File: config.mk
export PLATFORM = sky130hd
export DESIGN_NAME = tblights_monitor
export DESIGN_NICKNAME = d
export VERILOG_FILES = /design/src/rtl/tblights_pkg.sv /design/src/rtl/tblights_classify.sv /design/src/rtl/tblights_monitor.sv
export SDC_FILE = /design/constraint.sdc
export NUM_CORES = 1
export LEC_CHECK = 0
export ABC_AREA = 1
export CELL_PAD_IN_SITES_DETAIL_PLACEMENT = 1
export CELL_PAD_IN_SITES_GLOBAL_PLACEMENT = 2
export CORE_ASPECT_RATIO = 0.75
export CORE_MARGIN = 4
export CORE_UTILIZATION = 28
export CTS_BUF_LIST = sky130_fd_sc_hd__clkbuf_8 sky130_fd_sc_hd__clkbuf_16
export DETAILED_ROUTE_END_ITERATION = 7
export PLACE_DENSITY = 0.78
export SYNTH_ARGS = -nofsm -noshare
export SYNTH_HDL_FRONTEND = slang
export SYNTH_SLANG_ARGS = --single-unit
File: constraint.sdc
create_clock -name clk -period 1.85 [get_ports clk]
set_input_delay 0.37 -clock clk [delete_from_list [all_inputs] [get_ports clk]]
set_output_delay 0.37 -clock clk [all_outputs]
set_load 0.01 [all_outputs]
File: src/rtl/tblights_pkg.sv
// tblights_pkg: shared pattern codes, mode codes and transition rules for TBlights and its monitor.
package tblights_pkg;

    typedef enum logic [3:0] {IDLE, L1, L2, L3, R1, R2, R3, LR3, UNK, ILL} state_t;

    localparam logic [1:0] MODE_IDLE   = 2'b00;
    localparam logic [1:0] MODE_LEFT   = 2'b01;
    localparam logic [1:0] MODE_RIGHT  = 2'b10;
    localparam logic [1:0] MODE_HAZARD = 2'b11;

    // Bit order {LC,LB,LA,RA,RB,RC}
    localparam logic [5:0] PAT_IDLE = 6'b000000;
    localparam logic [5:0] PAT_L1   = 6'b001000;
    localparam logic [5:0] PAT_L2   = 6'b011000;
    localparam logic [5:0] PAT_L3   = 6'b111000;
    localparam logic [5:0] PAT_R1   = 6'b000100;
    localparam logic [5:0] PAT_R2   = 6'b000110;
    localparam logic [5:0] PAT_R3   = 6'b000111;
    localparam logic [5:0] PAT_LR3  = 6'b111111;

    function automatic logic legal_step(input state_t cur, input state_t nxt);
        case (cur)
            IDLE:    return nxt inside {IDLE, L1, R1, LR3};
            L1:      return nxt inside {L2, LR3};
            L2:      return nxt inside {L3, LR3};
            R1:      return nxt inside {R2, LR3};
            R2:      return nxt inside {R3, LR3};
            L3, R3, LR3: return nxt == IDLE;
            UNK:     return nxt != ILL;
            default: return 1'b0;
        endcase
    endfunction

    function automatic logic [1:0] mode_of(input state_t s);
        return (s inside {L1, L2, L3}) ? MODE_LEFT :
               (s inside {R1, R2, R3}) ? MODE_RIGHT :
               (s == LR3)              ? MODE_HAZARD : MODE_IDLE;
    endfunction

    function automatic logic [1:0] phase_of(input state_t s);
        return (s inside {L1, R1})      ? 2'd1 :
               (s inside {L2, R2})      ? 2'd2 :
               (s inside {L3, R3, LR3}) ? 2'd3 : 2'd0;
    endfunction

endpackage

File: src/rtl/tblights_classify.sv
// tblights_classify: maps the six lamp lines to a pattern code, ILL for anything unrecognised.
module tblights_classify
    import tblights_pkg::*;
(
    input  logic [5:0] lamps,
    output state_t     pat
);

    always_comb begin
        pat = (lamps == PAT_IDLE) ? IDLE :
              (lamps == PAT_L1)   ? L1 :
              (lamps == PAT_L2)   ? L2 :
              (lamps == PAT_L3)   ? L3 :
              (lamps == PAT_R1)   ? R1 :
              (lamps == PAT_R2)   ? R2 :
              (lamps == PAT_R3)   ? R3 :
              (lamps == PAT_LR3)  ? LR3 : ILL;
    end

endmodule

File: src/rtl/tblights_monitor.sv
// tblights_monitor: tracks Thunderbird lamp patterns, reports mode/phase and flags illegal patterns or steps.
module tblights_monitor
    import tblights_pkg::*;
#(
    parameter int ERR_W = 8
) (
    input  logic             clk,
    input  logic             clear,
    input  logic             LA,
    input  logic             LB,
    input  logic             LC,
    input  logic             RA,
    input  logic             RB,
    input  logic             RC,
    output logic [1:0]       mode,
    output logic [1:0]       phase,
    output logic             seq_done,
    output logic             err,
    output logic [ERR_W-1:0] err_count
);

    state_t           pat, state_q, state_d;
    logic [1:0]       mode_q, mode_d, phase_q, phase_d;
    logic             seq_done_q, seq_done_d, err_q, err_d;
    logic [ERR_W-1:0] err_count_q, err_count_d;

    tblights_classify u_classify (
        .lamps ({LC, LB, LA, RA, RB, RC}),
        .pat   (pat)
    );

    // An illegal step between legal patterns still adopts the new pattern, so one glitch costs one error.
    always_comb begin
        err_d       = (pat == ILL) || !legal_step(state_q, pat);
        state_d     = (pat == ILL) ? UNK : pat;
        seq_done_d  = !err_d && (pat == IDLE) && (state_q inside {L3, R3, LR3});
        mode_d      = (pat == ILL) ? mode_q : mode_of(pat);
        phase_d     = (pat == ILL) ? phase_q : phase_of(pat);
        err_count_d = (err_d && err_count_q != '1) ? err_count_q + ERR_W'(1) : err_count_q;
    end

    always_ff @(posedge clk or negedge clear) begin
        if (!clear) begin
            state_q     <= IDLE;
            mode_q      <= MODE_IDLE;
            phase_q     <= 2'd0;
            seq_done_q  <= 1'b0;
            err_q       <= 1'b0;
            err_count_q <= '0;
        end else begin
            state_q     <= state_d;
            mode_q      <= mode_d;
            phase_q     <= phase_d;
            seq_done_q  <= seq_done_d;
            err_q       <= err_d;
            err_count_q <= err_count_d;
        end
    end

    assign mode      = mode_q;
    assign phase     = phase_q;
    assign seq_done  = seq_done_q;
    assign err       = err_q;
    assign err_count = err_count_q;

endmodule

==> reports/metrics.csv <==
stage,metric,value,unit
outcome,status,"finished, final reports clean",
detailed_routing,vias,1131,
power,p_leak,0.877,nW
global_routing,grtUsageTotal,0.143,
clocking,cts_buffers,3,
synthesis,synth_seq_area_share,0.414,
synthesis,synthAdderAreaFrac,0.0115,
clocking,cts_root_buffer,clkbuf_8,
timing,whs,0.442,ns
timing,setup_ws,0.155,ns
synthesis,synth_top_family_by_area,simple AND/OR/NAND/NOR gates,
synthesis,synth_fp_nets,158,
timing,worstMarginPinSlew,0.355,ns
synthesis,ys.flop_type,dfrtp_1,
timing,fin_crit_sh,0.916,
power,ir_drop,0.924,mV
detailed_routing,wl,3.30,mm
floorplanning,start_util,0.293,
placed_design,dp_hpwl,2.61,mm
global_routing,grt-ovfl-total,0,
detailed_routing,drtIter0Drc,60,
floorplanning,num_io_pins,22,
clocking,cts_tree,done,
clocking,clock_sinks,18,
placed_design,place.gp.congestion,0.875,
detailed_routing,viasPerCell,4.64,
final_layout,areaGrowthSynthToFinish,49.1,%
timing,fmax,590,MHz
timing,fin_crit,1.69,ns
timing,finalSetupViolations,0,
power,p_per_area,945,nW/um^2
placed_design,post-place-ws,-0.287,ns
synthesis,synth-edff-count,0,
final_layout,final_util,0.437,
floorplanning,die_x,80.0,um
final_layout,drive_gt1_frac,0.193,
setup_path,path_max_fanout,5,
detailed_routing,wl_per_cell,13.5,um
detailed_routing,drc,0,
synthesis,synthTopCellsByCount,"nand2_1 (50), nand3_1 (22), dfrtp_1 (18)",
global_routing,grt_max_degree,19,
setup_path,critPathRequiredTime,1.99,ns
synthesis,yosysWarningCount,0,
synthesis,ys_top_cells_by_area,"dfrtp_1 (41%), nand2_1 (17%), nand3_1 (10%), inv_1 (5.9%), nor2_1 (4.5%)",
setup_path,endpoint_kind,register,
clocking,htree_levels,1,
clocking,clkTransAtPathRegs,0.07,ns
floorplanning,die_h,62.0,um
synthesis,synth_largest_area_cell,dfrtp_1,
timing,slew_headroom,0.761,
final_layout,final_cell_area,1620,sq um
detailed_routing,ant_nets,0,
synthesis,synth_xor_area_frac,0.0403,
flow_run,maxCapViolations,0,
placed_design,postPlaceCellArea,1480,sq um
floorplanning,die_area,4950,sq um
synthesis,postSynthAreaPerCell,7.30,sq um
synthesis,synthArstFlopShare,1.00,
synthesis,synth-simple-area-share,0.432,
synthesis,yosysTopAreaCellShare,0.414,
synthesis,muxShareOfSynthArea,0,
timing,rsz0062_at_grt,no,
synthesis,synthDistinctLibCells,20,
floorplanning,num_rows,19,
synthesis,yosysMostFrequentCell,nand2_1,
synthesis,synth_cells,149,
setup_path,critPathLaunchType,register,
detailed_routing,drt_pass1_iterations,4,
global_routing,grt_pass1_wl,5.48,mm
clocking,clk_latency,0.25,ns
global_routing,antenna_found_initial,0,
final_layout,diodes,0,
setup_path,ff2ff_path_depth,7,
clocking,cts_buffer_depth,2,
timing,tns,0,ns
final_layout,fillers,480,
global_routing,grt_pass1_vias,1155,
synthesis,syn_area,1090,sq um
synthesis,synth_compound_area_frac,0.0334,
setup_path,cp.arrival,1.84,ns
final_layout,layout.nets,202,
timing,slew_violations,0,
setup_path,criticalPathCategory,reg -> reg,
placed_design,io_buffers,21,
synthesis,synth_seq_cells,18,
timing,skew,0.00461,ns
timing,finalHoldViolations,0,
min_path,hp-class,in -> async,
floorplanning,coreArea,3710,sq um
==> registers in the layout, summed over array words and instances (netlist names) <==
register   flops
err_count      8
state_q        4
mode           2
phase          2
err            1
seq_done       1
==> metrics by stage <==
stage	instances	power, W
after floorplan	149	0.000893
after global placement	237	0.00118
after detailed placement	237	0.00121
after CTS	242	0.00155
after global routing	244	0.00166
final	244	0.00153
==> metal layers <==
layer	share of wire	up-vias	GRT usage	wire (um)
met5	0	-	0	0
met4	0	0	0.0217	0
met3	0.037	0	0.0317	121
met2	0.45	24	0.228	1490
met1	0.51	537	0.205	1690
li1	-	570	-	-
==> cells by family (layout without fill, tap and decap cells) <==
group | count (synthesis) | in the layout
and+or+nand+nor | 100 | 101
buffers and inverters | 20 | 62
DFF | 18 | 18
AOI/OAI and AO/OA | 5 | 5
xor gates and xnor gates | 5 | 5
adders and majority gates | 1 | 1
==> area by class of cell <==
cell class              instances  area (sq um)  share of cell area
clock buffers                   4          55.1              0.0340
inverters                      20          75.1              0.0463
multi-input cells             112           623               0.384
flip-flops and latches         18           450               0.278
well taps                      52          65.1              0.0401
repair buffers                 38           353               0.218
==> repair_timing <==
action | CTS | global route
resized for setup | 5 | 12
cloned | 0 | 1
pin swaps | 1 | 2
hold buffers | 0 | 0
setup endpoints to repair | 2 | 12
buffers inserted | 1 | 1
==> placed cells by master (no fill, tap or decap) <==
cell	netlist	routed
a21boi_0	1	1
a21oi_2	0	1
buf_4	0	17
clkbuf_8	0	4
clkdlybuf4s50_1	0	15
dfrtp_1	18	18
dlymetal6s2s_1	0	6
ha_1	1	1
inv_1	17	16
inv_2	3	4
nand2_1	50	50
nand3_1	22	22
nand3_2	2	1
nand3_4	0	1
nand4_1	3	3
nand4_4	0	1
nor2_1	13	11
nor2_4	0	6
nor2_8	1	1
nor3_1	4	4
nor3b_2	1	1
o2111ai_1	1	1
o211ai_1	2	2
xnor2_1	2	2
xor2_1	3	3
==> path summary, 6_finish.rpt <==
check                                    startpoint                        to  slack [ns]
setup / recovery           err_count[0]$_DFFE_PN0P_  err_count[1]$_DFFE_PN0P_        0.16
setup reg to reg           err_count[0]$_DFFE_PN0P_  err_count[1]$_DFFE_PN0P_        0.16
hold reg to reg                 mode[0]$_DFFE_PN0N_       mode[0]$_DFFE_PN0N_        0.50
min in group clk                mode[0]$_DFFE_PN0N_       mode[0]$_DFFE_PN0N_        0.50
max in group asynchronous                     clear  err_count[2]$_DFFE_PN0P_        1.20
hold / removal                                clear        seq_done$_DFF_PN0_        0.44
==> critical path, stage by stage (launching register included) <==
cell and delay [ns]:
dfrtp_1 0.43, ha_1 0.22, nand3_1 0.18, nor3b_2 0.23
nand2_1 0.17, buf_4 0.20, nand3_1 0.09, nand2_1 0.06
==> power breakdown <==
part / switching [W] / total [W] / leakage (nW) / internal, W
registers: 0.000121 / 0.000612 / 0.224 / 0.000491
clock network: 0.000135 / 0.000324 / 0.0288 / 0.000189
logic: 0.000279 / 0.000596 / 0.625 / 0.000317
Note: power is estimated with default switching activity, not from simulation.
